<file path="config.mk">
export PLATFORM = sky130hd
export DESIGN_NAME = store_queue_param
export DESIGN_NICKNAME = d
export VERILOG_FILES = /design/src/rtl/store_queue_param.sv
export SDC_FILE = /design/constraint.sdc
export NUM_CORES = 1
export LEC_CHECK = 0
export ABC_AREA = 1
export CORE_AREA = 5 5 233 235
export CTS_CLUSTER_SIZE = 8
export DETAILED_ROUTE_END_ITERATION = 6
export DIE_AREA = 0 0 238 240
export HOLD_SLACK_MARGIN = 0.08
export PLACE_DENSITY = 0.65
export RECOVER_POWER = 50
export SKIP_LAST_GASP = 1
export SYNTH_ARGS = -nofsm -noshare
export SYNTH_HDL_FRONTEND = slang
export SYNTH_SLANG_ARGS = --single-unit
</file>
<file path="constraint.sdc">
create_clock -name clk -period 12.9 [get_ports clk]
set_input_delay 2.58 -clock clk [delete_from_list [all_inputs] [get_ports clk]]
set_output_delay 2.58 -clock clk [all_outputs]
set_load 0.005 [all_outputs]
</file>
<file path="src/rtl/store_queue_param.sv">
// In-order store queue: allocate, commit by ROB tag, drain to the data cache, flush, and load lookup.
// Define SB_BYPASS_EN to enable store-to-load forwarding; otherwise overlapping loads stall.
module store_queue_param #(
    parameter int WORD_SIZE       = 32,
    parameter int ROB_ENTRY_WIDTH = 6,
    parameter int DEPTH           = 4,
    parameter int SIZE_WIDTH      = 2
) (
    input  logic                         clk,
    input  logic                         rst,
    input  logic                         alloc_valid,
    input  logic [WORD_SIZE-1:0]         alloc_addr,
    input  logic [WORD_SIZE-1:0]         alloc_data,
    input  logic [SIZE_WIDTH-1:0]        alloc_size,
    input  logic [ROB_ENTRY_WIDTH-1:0]   alloc_rob_id,
    input  logic                         alloc_exception,
    output logic                         full,
    output logic [$clog2(DEPTH+1)-1:0]   count,
    input  logic                         commit_valid,
    input  logic [ROB_ENTRY_WIDTH-1:0]   commit_rob_id,
    output logic                         drain_valid,
    output logic [WORD_SIZE-1:0]         drain_addr,
    output logic [WORD_SIZE-1:0]         drain_data,
    output logic [SIZE_WIDTH-1:0]        drain_size,
    input  logic                         drain_ack,
    input  logic                         flush,
    input  logic                         load_valid,
    input  logic [WORD_SIZE-1:0]         load_addr,
    input  logic [SIZE_WIDTH-1:0]        load_size,
    output logic                         bypass_hit,
    output logic [WORD_SIZE-1:0]         bypass_data,
    output logic                         bypass_stall
);

    localparam int PTR_W = $clog2(DEPTH);
    localparam int CNT_W = $clog2(DEPTH+1);
    localparam logic [CNT_W-1:0] DEPTH_CNT = CNT_W'(DEPTH);

    typedef enum logic [1:0] {
        ST_FREE = 2'd0,
        ST_PEND = 2'd1,
        ST_COMM = 2'd2
    } entry_state_e;

    // Byte lanes touched by an access of the given size at the given word offset.
    function automatic logic [3:0] byte_mask(input logic [1:0] off, input logic [SIZE_WIDTH-1:0] sz);
        logic [3:0] m;
        case (sz)
            SIZE_WIDTH'(0): m = 4'b0001 << off;
            SIZE_WIDTH'(1): m = 4'b0011 << off;
            SIZE_WIDTH'(2): m = 4'b1111;
            default:        m = 4'b1111;
        endcase
        return m;
    endfunction

    entry_state_e                state_q [DEPTH];
    entry_state_e                state_d [DEPTH];
    logic [WORD_SIZE-1:0]        addr_q  [DEPTH];
    logic [WORD_SIZE-1:0]        data_q  [DEPTH];
    logic [SIZE_WIDTH-1:0]       size_q  [DEPTH];
    logic [ROB_ENTRY_WIDTH-1:0]  rob_q   [DEPTH];

    logic [PTR_W-1:0] head_q, head_d;
    logic [PTR_W-1:0] tail_q, tail_d;
    logic [CNT_W-1:0] count_q, count_d;
    logic [CNT_W-1:0] n_comm_s;
    logic             pop_s;
    logic             alloc_s;

    assign full        = (count_q == DEPTH_CNT);
    assign count       = count_q;
    assign drain_valid = (state_q[head_q] == ST_COMM);
    assign drain_addr  = addr_q[head_q];
    assign drain_data  = data_q[head_q];
    assign drain_size  = size_q[head_q];

    // Next entry states: commit first, then pop, then flush, then the new allocation.
    always_comb begin
        pop_s    = drain_ack && (state_q[head_q] == ST_COMM);
        alloc_s  = alloc_valid && !alloc_exception && !flush && (!full || pop_s);
        n_comm_s = '0;
        count_d  = '0;
        state_d  = state_q;
        for (int i = 0; i < DEPTH; i++) begin
            if (commit_valid && (state_q[i] == ST_PEND) && (rob_q[i] == commit_rob_id)) begin
                state_d[i] = ST_COMM;
            end else begin
                state_d[i] = state_q[i];
            end
            if (state_d[i] == ST_COMM) begin
                n_comm_s = n_comm_s + CNT_W'(1);
            end else begin
                n_comm_s = n_comm_s;
            end
        end
        if (pop_s) begin
            state_d[head_q] = ST_FREE;
        end else begin
            state_d[head_q] = state_d[head_q];
        end
        for (int i = 0; i < DEPTH; i++) begin
            if (flush && (state_d[i] == ST_PEND)) begin
                state_d[i] = ST_FREE;
            end else begin
                state_d[i] = state_d[i];
            end
        end
        if (alloc_s) begin
            state_d[tail_q] = ST_PEND;
        end else begin
            state_d[tail_q] = state_d[tail_q];
        end
        for (int i = 0; i < DEPTH; i++) begin
            if (state_d[i] != ST_FREE) begin
                count_d = count_d + CNT_W'(1);
            end else begin
                count_d = count_d;
            end
        end
        head_d = pop_s ? (head_q + PTR_W'(1)) : head_q;
        // Surviving committed entries sit contiguously from the old head.
        if (flush) begin
            tail_d = head_q + PTR_W'(n_comm_s);
        end else if (alloc_s) begin
            tail_d = tail_q + PTR_W'(1);
        end else begin
            tail_d = tail_q;
        end
    end

    // Pointer, occupancy and entry storage registers.
    always_ff @(posedge clk or posedge rst) begin
        if (rst) begin
            head_q  <= '0;
            tail_q  <= '0;
            count_q <= '0;
            for (int i = 0; i < DEPTH; i++) begin
                state_q[i] <= ST_FREE;
                addr_q[i]  <= '0;
                data_q[i]  <= '0;
                size_q[i]  <= '0;
                rob_q[i]   <= '0;
            end
        end else begin
            head_q  <= head_d;
            tail_q  <= tail_d;
            count_q <= count_d;
            state_q <= state_d;
            if (alloc_s) begin
                addr_q[tail_q] <= alloc_addr;
                data_q[tail_q] <= alloc_data;
                size_q[tail_q] <= alloc_size;
                rob_q[tail_q]  <= alloc_rob_id;
            end
        end
    end

    logic [3:0]       lmask_s;
    logic             found_s;
    logic             match_s;
    logic [PTR_W-1:0] idx_s;
`ifdef SB_BYPASS_EN
    logic [PTR_W-1:0]     sel_s;
    logic [3:0]           smask_s;
    logic                 cover_s;
    logic [WORD_SIZE-1:0] lane_s;
    logic [WORD_SIZE-1:0] shift_s;
    logic [WORD_SIZE-1:0] keep_s;
`endif

    // Age-ordered scan from head; the last overlapping entry seen is the youngest.
    always_comb begin
        lmask_s = byte_mask(load_addr[1:0], load_size);
        found_s = 1'b0;
        match_s = 1'b0;
        idx_s   = '0;
`ifdef SB_BYPASS_EN
        sel_s   = '0;
        smask_s = '0;
`endif
        for (int k = 0; k < DEPTH; k++) begin
            idx_s   = head_q + PTR_W'(k);
            match_s = (state_q[idx_s] != ST_FREE)
                   && (addr_q[idx_s][WORD_SIZE-1:2] == load_addr[WORD_SIZE-1:2])
                   && ((byte_mask(addr_q[idx_s][1:0], size_q[idx_s]) & lmask_s) != 4'b0000);
            found_s = found_s | match_s;
`ifdef SB_BYPASS_EN
            sel_s   = match_s ? idx_s : sel_s;
            smask_s = match_s ? byte_mask(addr_q[idx_s][1:0], size_q[idx_s]) : smask_s;
`endif
        end
    end

`ifdef SB_BYPASS_EN
    // Forwarding: place store bytes on their lanes, then right-align the load's lanes.
    always_comb begin
        cover_s      = ((smask_s & lmask_s) == lmask_s);
        bypass_hit   = load_valid && found_s && cover_s;
        bypass_stall = load_valid && found_s && !cover_s;
        if (size_q[sel_s] == SIZE_WIDTH'(2)) begin
            lane_s = data_q[sel_s];
        end else begin
            lane_s = data_q[sel_s] << {addr_q[sel_s][1:0], 3'b000};
        end
        shift_s = lane_s >> {load_addr[1:0], 3'b000};
        case (load_size)
            SIZE_WIDTH'(0): keep_s = WORD_SIZE'(32'h0000_00FF);
            SIZE_WIDTH'(1): keep_s = WORD_SIZE'(32'h0000_FFFF);
            default:        keep_s = {WORD_SIZE{1'b1}};
        endcase
        bypass_data = bypass_hit ? (shift_s & keep_s) : '0;
    end
`else
    assign bypass_hit   = 1'b0;
    assign bypass_data  = '0;
    assign bypass_stall = load_valid && found_s;
`endif

endmodule
</file>
# Word-level counts from Yosys, hierarchy flattened
# Index checks and enable logic that the tools add are counted.
[totals] register_bits=303
[classes] n_bitwise=17 n_eq_ne=27 shifts=10 n_reduce_logical=49 muxes=84 n_lt_le_gt_ge=7 n_addsub=11
[ops] op="$mux 32" n=11
[ops] op="$bmux 32 s2" n=5
[ops] op="$bwmux 128" n=2
[ops] op="$eq 30x30->1" n=4
[ops] op="$mux 2" n=35
[ops] op="$demux 32 s2" n=1
[ops] op="$bmux 2 s2" n=10
[ops] op="$pmux 4 s2" n=5
[ops] op="$logic_and 1x1->1" n=27
[ops] op="$eq 2x1->1 const B" n=13
[ops] op="$bwmux 24" n=1
[ops] op="$bwmux 8" n=3
[ops] op="$eq 6x6->1" n=4
[ops] op="$and 4x4->4" n=5
[ops] op="$shl 1x2->4 const A" n=5
[ops] op="$shl 2x2->4 const A" n=5
[ops] op="$reduce_bool 2->1" n=9
[ops] op="$mux 8" n=2
[ops] op="$reduce_bool 4->1" n=4
[ops] op="$ge 3x3->1 const B" n=5
[ops] op="$not 2->3" n=5
[ops] op="$demux 6 s2" n=1
[ops] op="$eq 2x2->1 const B" n=5
[ops] op="$logic_not 2->1" n=5
[ops] op="18 further kinds" n=33

# Longest topological paths before layout
[depth] word_depth=25 mapped_depth=29 depth_no_buf=28

# Worst setup path before layout
# Ideal clock, no wire load.
[synth_timing] path_kind="input-to-output" startpoint="in load_size[1]" endpoint="out bypass_stall" required_time_ns=10.320 n_path_buf=0 setup_slack_ns=6.527 cell_stages=12 arrival_ns=3.793 path_cell_list="inv_1 a21oi_1 inv_1 a21oi_1 nand2_1 o221ai_1 o311ai_1 a22o_1 nand3b_1 nand2_1 nor2_1 nor2_1"
[synth_between] elab_chain_len=9 elab_cells_between_ends=19 classes_between="eq/ne: 1; mux: 1; bitwise: 7; reduce/logical: 10"
[synth_lines] element="from (decl)" line_no="29" source="input logic [SIZE_WIDTH-1:0] load_size,"
[synth_lines] element="$eq 2x1->1 / $logic_not 2->1 (equally long branches)" line_no="48" source="case (sz)"
[synth_lines] element="$pmux 4 s2 (*)" line_no="48"
[synth_lines] element="$and 4x4->4" line_no="186" source="&& ((byte_mask(addr_q[idx_s][1:0], size_q[idx_s]) & lmask_s) != 4'b0000);"
[synth_lines] element="$reduce_bool 4->1" line_no="186"
[synth_lines] element="$logic_and 1x1->1" line_no="186"
[synth_lines] element="$or 1x1->1 (2 in series)" line_no="187" source="found_s = found_s | match_s;"
[synth_lines] element="$or 1x1->1 (*)" line_no="187"
[synth_lines] element="$logic_and 1x1->1 (*)" line_no="217" source="assign bypass_stall = load_valid && found_s;"
[synth_lines] element="to (decl)" line_no="32" source="output logic bypass_stall"
# Mark *: on every way between the ends. The rest lies on a longest branch, timed or not.

# Final worst setup path
[layout_timing] startpoint="reg head_q[0]" endpoint="out bypass_stall"
[layout_between] elab_chain_len=14 elab_cells_between_ends=91 classes_between="add/sub: 3; eq/ne: 8; shift: 8; mux: 40; bitwise: 11; reduce/logical: 21"
[layout_lines] element="from (decl)" line_no="64" source="logic [PTR_W-1:0] head_q, head_d;"
[layout_lines] element="from (signal assigned)" line_no="135" source="head_q <= '0;"
[layout_lines] element="from (signal assigned)" line_no="146" source="head_q <= head_d;"
[layout_lines] element="$add 2x1->2" line_no="183" source="idx_s = head_q + PTR_W'(k);"
[layout_lines] element="$not 2->3 (not written as such)" line_no="184, 185, 186"
[layout_lines] element="$bmux 32 s2 / $bmux 2 s2 (equally long branches)" line_no="185, 186"
[layout_lines] element="$mux 32 (not written as such) / $mux 2 (equally long branches) (2 in series)" line_no="186"
[layout_lines] element="$shl 2x2->4, or another cell as far along" line_no="50" source="SIZE_WIDTH'(1): m = 4'b0011 << off;"
[layout_lines] element="$pmux 4 s2" line_no="48"
[layout_lines] element="$and 4x4->4" line_no="186"
[layout_lines] element="$reduce_bool 4->1" line_no="186"
[layout_lines] element="$logic_and 1x1->1" line_no="186"
[layout_lines] element="$or 1x1->1 (2 in series)" line_no="187"
[layout_lines] element="$or 1x1->1 (*)" line_no="187"
[layout_lines] element="$logic_and 1x1->1 (*)" line_no="217"
# Mark *: on every way between the ends. The rest lies on a longest branch, timed or not. The select of a mux whose other input is x is not followed.

==> flow_summary.ini <==
[clock_network]
clockBufferDepth = 3
cts.sinks = 303
cts-resized-gates = 0
htree_num_levels = 2
cts_tree = built
cts_setup_buffers = 0
cts_buffers = 44
clk_pin_slew_ns = 0.06
clkLatencyLatePin_ns = 0.59
cts_hold_buf = 0
clockRootBuffer = clkbuf_16

[sta]
slew-limit-headroom_pct = -330
drv_slew = 293
setup_slack_ns = 4.68
rsz0062_at_grt = no
period_minus_slack_ns = 8.22
hold_viol_final = 0
period_share_pct = 63.7
tightest_slew_ns = 6.45
skew_ns = 0.0400
fmaxAchievable_ghz = 0.122
setup_tns_ns = 0
setup_viol = 0

[routing]
drt.antenna.violating_nets = 0
vias = 17400
routed_wl_mm = 61.4
first_iter_violations = 1463
detail_route.wl_per_cell_um = 18.0
vias_per_cell = 5.09
firstDrtPassIters = 5
drc = 0

[global_route]
grt_usage_pct = 20.9
grt_pass1_wl_mm = 94.6
grt_max_degree = 159
antenna_found_initial = 3
grt-ovfl-total = 0
grt_pass1_vias = 16600

[job]
drv_cap = 4

[logic_synthesis]
synth.largest_area_cell = dfrtp_1
ys_ff_latch = 303
synth_area_um2 = 18400
yosys-top-cells-area = dfrtp_1 41%, nand2_1 18%, o21ai_0 12%
synth_top_area_share_pct = 41.1
ys.flop_type = dfrtp_1
async_flop_share_pct = 100
syn_inst = 2624
yosysSeqAreaShare_pct = 41.1
synth_edf_count = 0
synth_area_per_cell_um2 = 7.03
synth.distinct_cells = 49
synth_warnings = 0

[placed_design]
io_buffers = 191
dpl.hpwl_mm = 43.4
globalplace.congestion = 0.951
dp_worst_setup_slack_ns = 5.19

[floorplan]
die_w_um = 238
start_util_pct = 35.4
dieArea_um2 = 57100
die_h_um = 240
num_io_pins = 225
row_count = 84
core-area_um2 = 52000

[critical_path]
worst_setup_path_start_kind = flip-flop
required_ns = 10.32
slowest_delay_ns = 0.99
reg2regPathDepth = 10
worstPathCellList = inv_4 > ha_2 > buf_4 > inv_2 > buf_4 > nand2_1 > o21ai_1 > a22o_1 > nor4_1 > nand4_1 > nand3b_1 > nand2_1 > nor2_1 > nor2_1 > clkdlybuf4s50_1
r2r_setup_slack_ns = 5.86
slowest_stage = dfrtp_4
arrival_ns = 5.64
critPathKind = reg -> out
crit_path_end_kind = primary output
rr_startpoint = head_q[0]
path_max_fanout = 89
r2r-end = data_q[75]

[run_status]
outcome = finished, violations left
violations = max-capacitance violations, max-slew violations

[pwr]
leakage_uw = 0.0106
power_density_nw_per_um2 = 299
vdd_drop_max_mv = 0.155

[min_path]
hold_class = reg -> reg
worstHoldStart = data_q[87]
worstHoldEndpoint = data_q[87]
holdPathStages = 2

[finish]
nNetsFinal = 2843
synthToLayoutAreaGrowth_pct = 17.4
fillers = 5322
layout-drive-gt1-share_pct = 3.79
power breakdown:
group	total, uW	switching (uW)	internal [uW]
sequential	1780	364	1410
combinational	3630	2260	1360
clock	1060	422	639
total	6470	3050	3420
cell type report:
class	instances	area (um2)	area share (%)
multi-input cells	1905	8980	41.5
flip-flops and latches	303	7590	35.1
repair buffers	203	2010	9.31
clock buffers	49	1140	5.27
inverters	252	951	4.39
well taps	688	861	3.98
clock inverters	4	98.8	0.457
diodes	4	10.0	0.0462
sequential cells by signal (all words and copies together), names as in the netlist:
signal	cells
tail_q	2
data_q	128
count	3
size_q	8
rob_q	24
addr_q	128
head_q	2
state_q	8
cell usage after synthesis, types with 4 or more instances:
library cell / n
a21oi_1: 14
a221oi_1: 11
a22o_1: 5
buf_1: 17
buf_2: 48
buf_4: 41
buf_6: 11
clkbuf_1: 78
dfrtp_1: 303
ha_1: 14
inv_1: 231
inv_2: 20
mux2i_1: 9
nand2_1: 904
nand2_2: 9
nand3_1: 50
nand4_1: 12
nor2_1: 106
nor3_1: 4
nor4_1: 11
o2111ai_1: 4
o211ai_1: 5
o21ai_0: 429
o21ai_1: 119
o21ai_2: 4
o22ai_1: 54
xnor2_1: 27
xor2_1: 49
worst max-delay path: cells and delay by family, from the launching register on:
family                     cells  cell delay [ns]
adders and majority gates      1             0.50
and+or+nand+nor                7             1.17
DFF                            1             0.99
buffers and inverters          5             1.96
AOI/OAI and AO/OA              2             0.36
through the flow:
| stage | area [um2] | power (uW) | hold WS (ns) | instances | util (%) |
|---|---|---|---|---|---|
| after floorplan | 18600 | 4080 | 0.448 | 2656 | - |
| after global routing | 21600 | 7040 | 0.495 | 3404 | 41.6 |
| after CTS | 21700 | 6500 | 0.481 | 3404 | 41.7 |
| after detailed placement | 20400 | 5400 | 0.468 | 3351 | 39.3 |
| final | 21600 | 6470 | 0.477 | 3408 | 41.6 |
| after global placement | 20400 | 5330 | 0.460 | 3351 | 39.3 |
per-layer routing:
layer  GRT usage [%]  wire length (um)  vias up  share of wire (%)
li1                -                 -     8519                  -
met1            28.4             27300     8228                 44
met2            33.9             28200      518                 46
met3            4.62              4460       83                7.3
met4            5.67              1440        2                2.3
met5               0                13        -              0.021
placed cells by master (no fill, tap or decap), types with 3 or more instances in the layout:
| cell type | Yosys | layout |
|---|---|---|
| o21ai_1 | 119 | 116 |
| or2_1 | 3 | 3 |
| o221ai_1 | 3 | 3 |
| o22ai_1 | 54 | 54 |
| o211ai_1 | 5 | 5 |
| clkdlybuf4s50_1 | 0 | 186 |
| clkbuf_1 | 78 | 3 |
| nand3b_1 | 3 | 3 |
| conb_1 | 1 | 33 |
| ha_1 | 14 | 13 |
| a22o_1 | 5 | 5 |
| xor2_1 | 49 | 49 |
| o2111ai_1 | 4 | 4 |
| diode_2 | 0 | 4 |
| nor2_1 | 106 | 106 |
| nand2_1 | 904 | 906 |
| a21oi_1 | 14 | 14 |
| nand3_1 | 50 | 51 |
| inv_2 | 20 | 18 |
| nand2_2 | 9 | 5 |
| nand4_1 | 12 | 12 |
| clkbuf_16 | 0 | 44 |
| a221oi_1 | 11 | 11 |
| o21ai_0 | 429 | 432 |
| dlygate4sd3_1 | 0 | 5 |
| inv_1 | 231 | 230 |
| dfrtp_1 | 303 | 301 |
| o21ai_2 | 4 | 4 |
| and2_1 | 3 | 3 |
| a21boi_0 | 2 | 3 |
| xnor2_1 | 27 | 27 |
| nor3_1 | 4 | 4 |
| buf_4 | 41 | 11 |
| mux2i_1 | 9 | 9 |
| nor4_1 | 11 | 11 |
cell families (layout without fill, tap and decap cells):
| logic type | count (synthesis) | after routing | share of synthesized area, % |
|---|---|---|---|
| AND/OR/NAND/NOR | 1110 | 1110 | 23.7 |
| AO/OA/AOI/OAI | 663 | 663 | 19.4 |
| buffers and inverters | 448 | 508 | 10.7 |
| flip-flops | 303 | 303 | 41.1 |
| XOR/XNOR | 76 | 76 | 3.61 |
| adder cells (fa/ha/maj) | 14 | 14 | 0.950 |
| multiplexers | 9 | 9 | 0.489 |
| other | 1 | 37 | 0.0203 |
worst max-delay path by stage:
stage                  start           end  slack [ns]  cells past startpoint
6_report           head_q[0]  bypass_stall        4.68                     15
5_1_grt                  rst     rob_q[21]        4.30                      2
4_1_cts            head_q[1]  bypass_stall        4.69                     15
3_5_place_dp   load_addr[14]  bypass_stall        5.19                     11
3_3_place_gp    load_size[1]  bypass_stall        5.16                     14
2_1_floorplan            rst     addr_q[0]        1.95                      1
(Power assumes the default switching activity.)
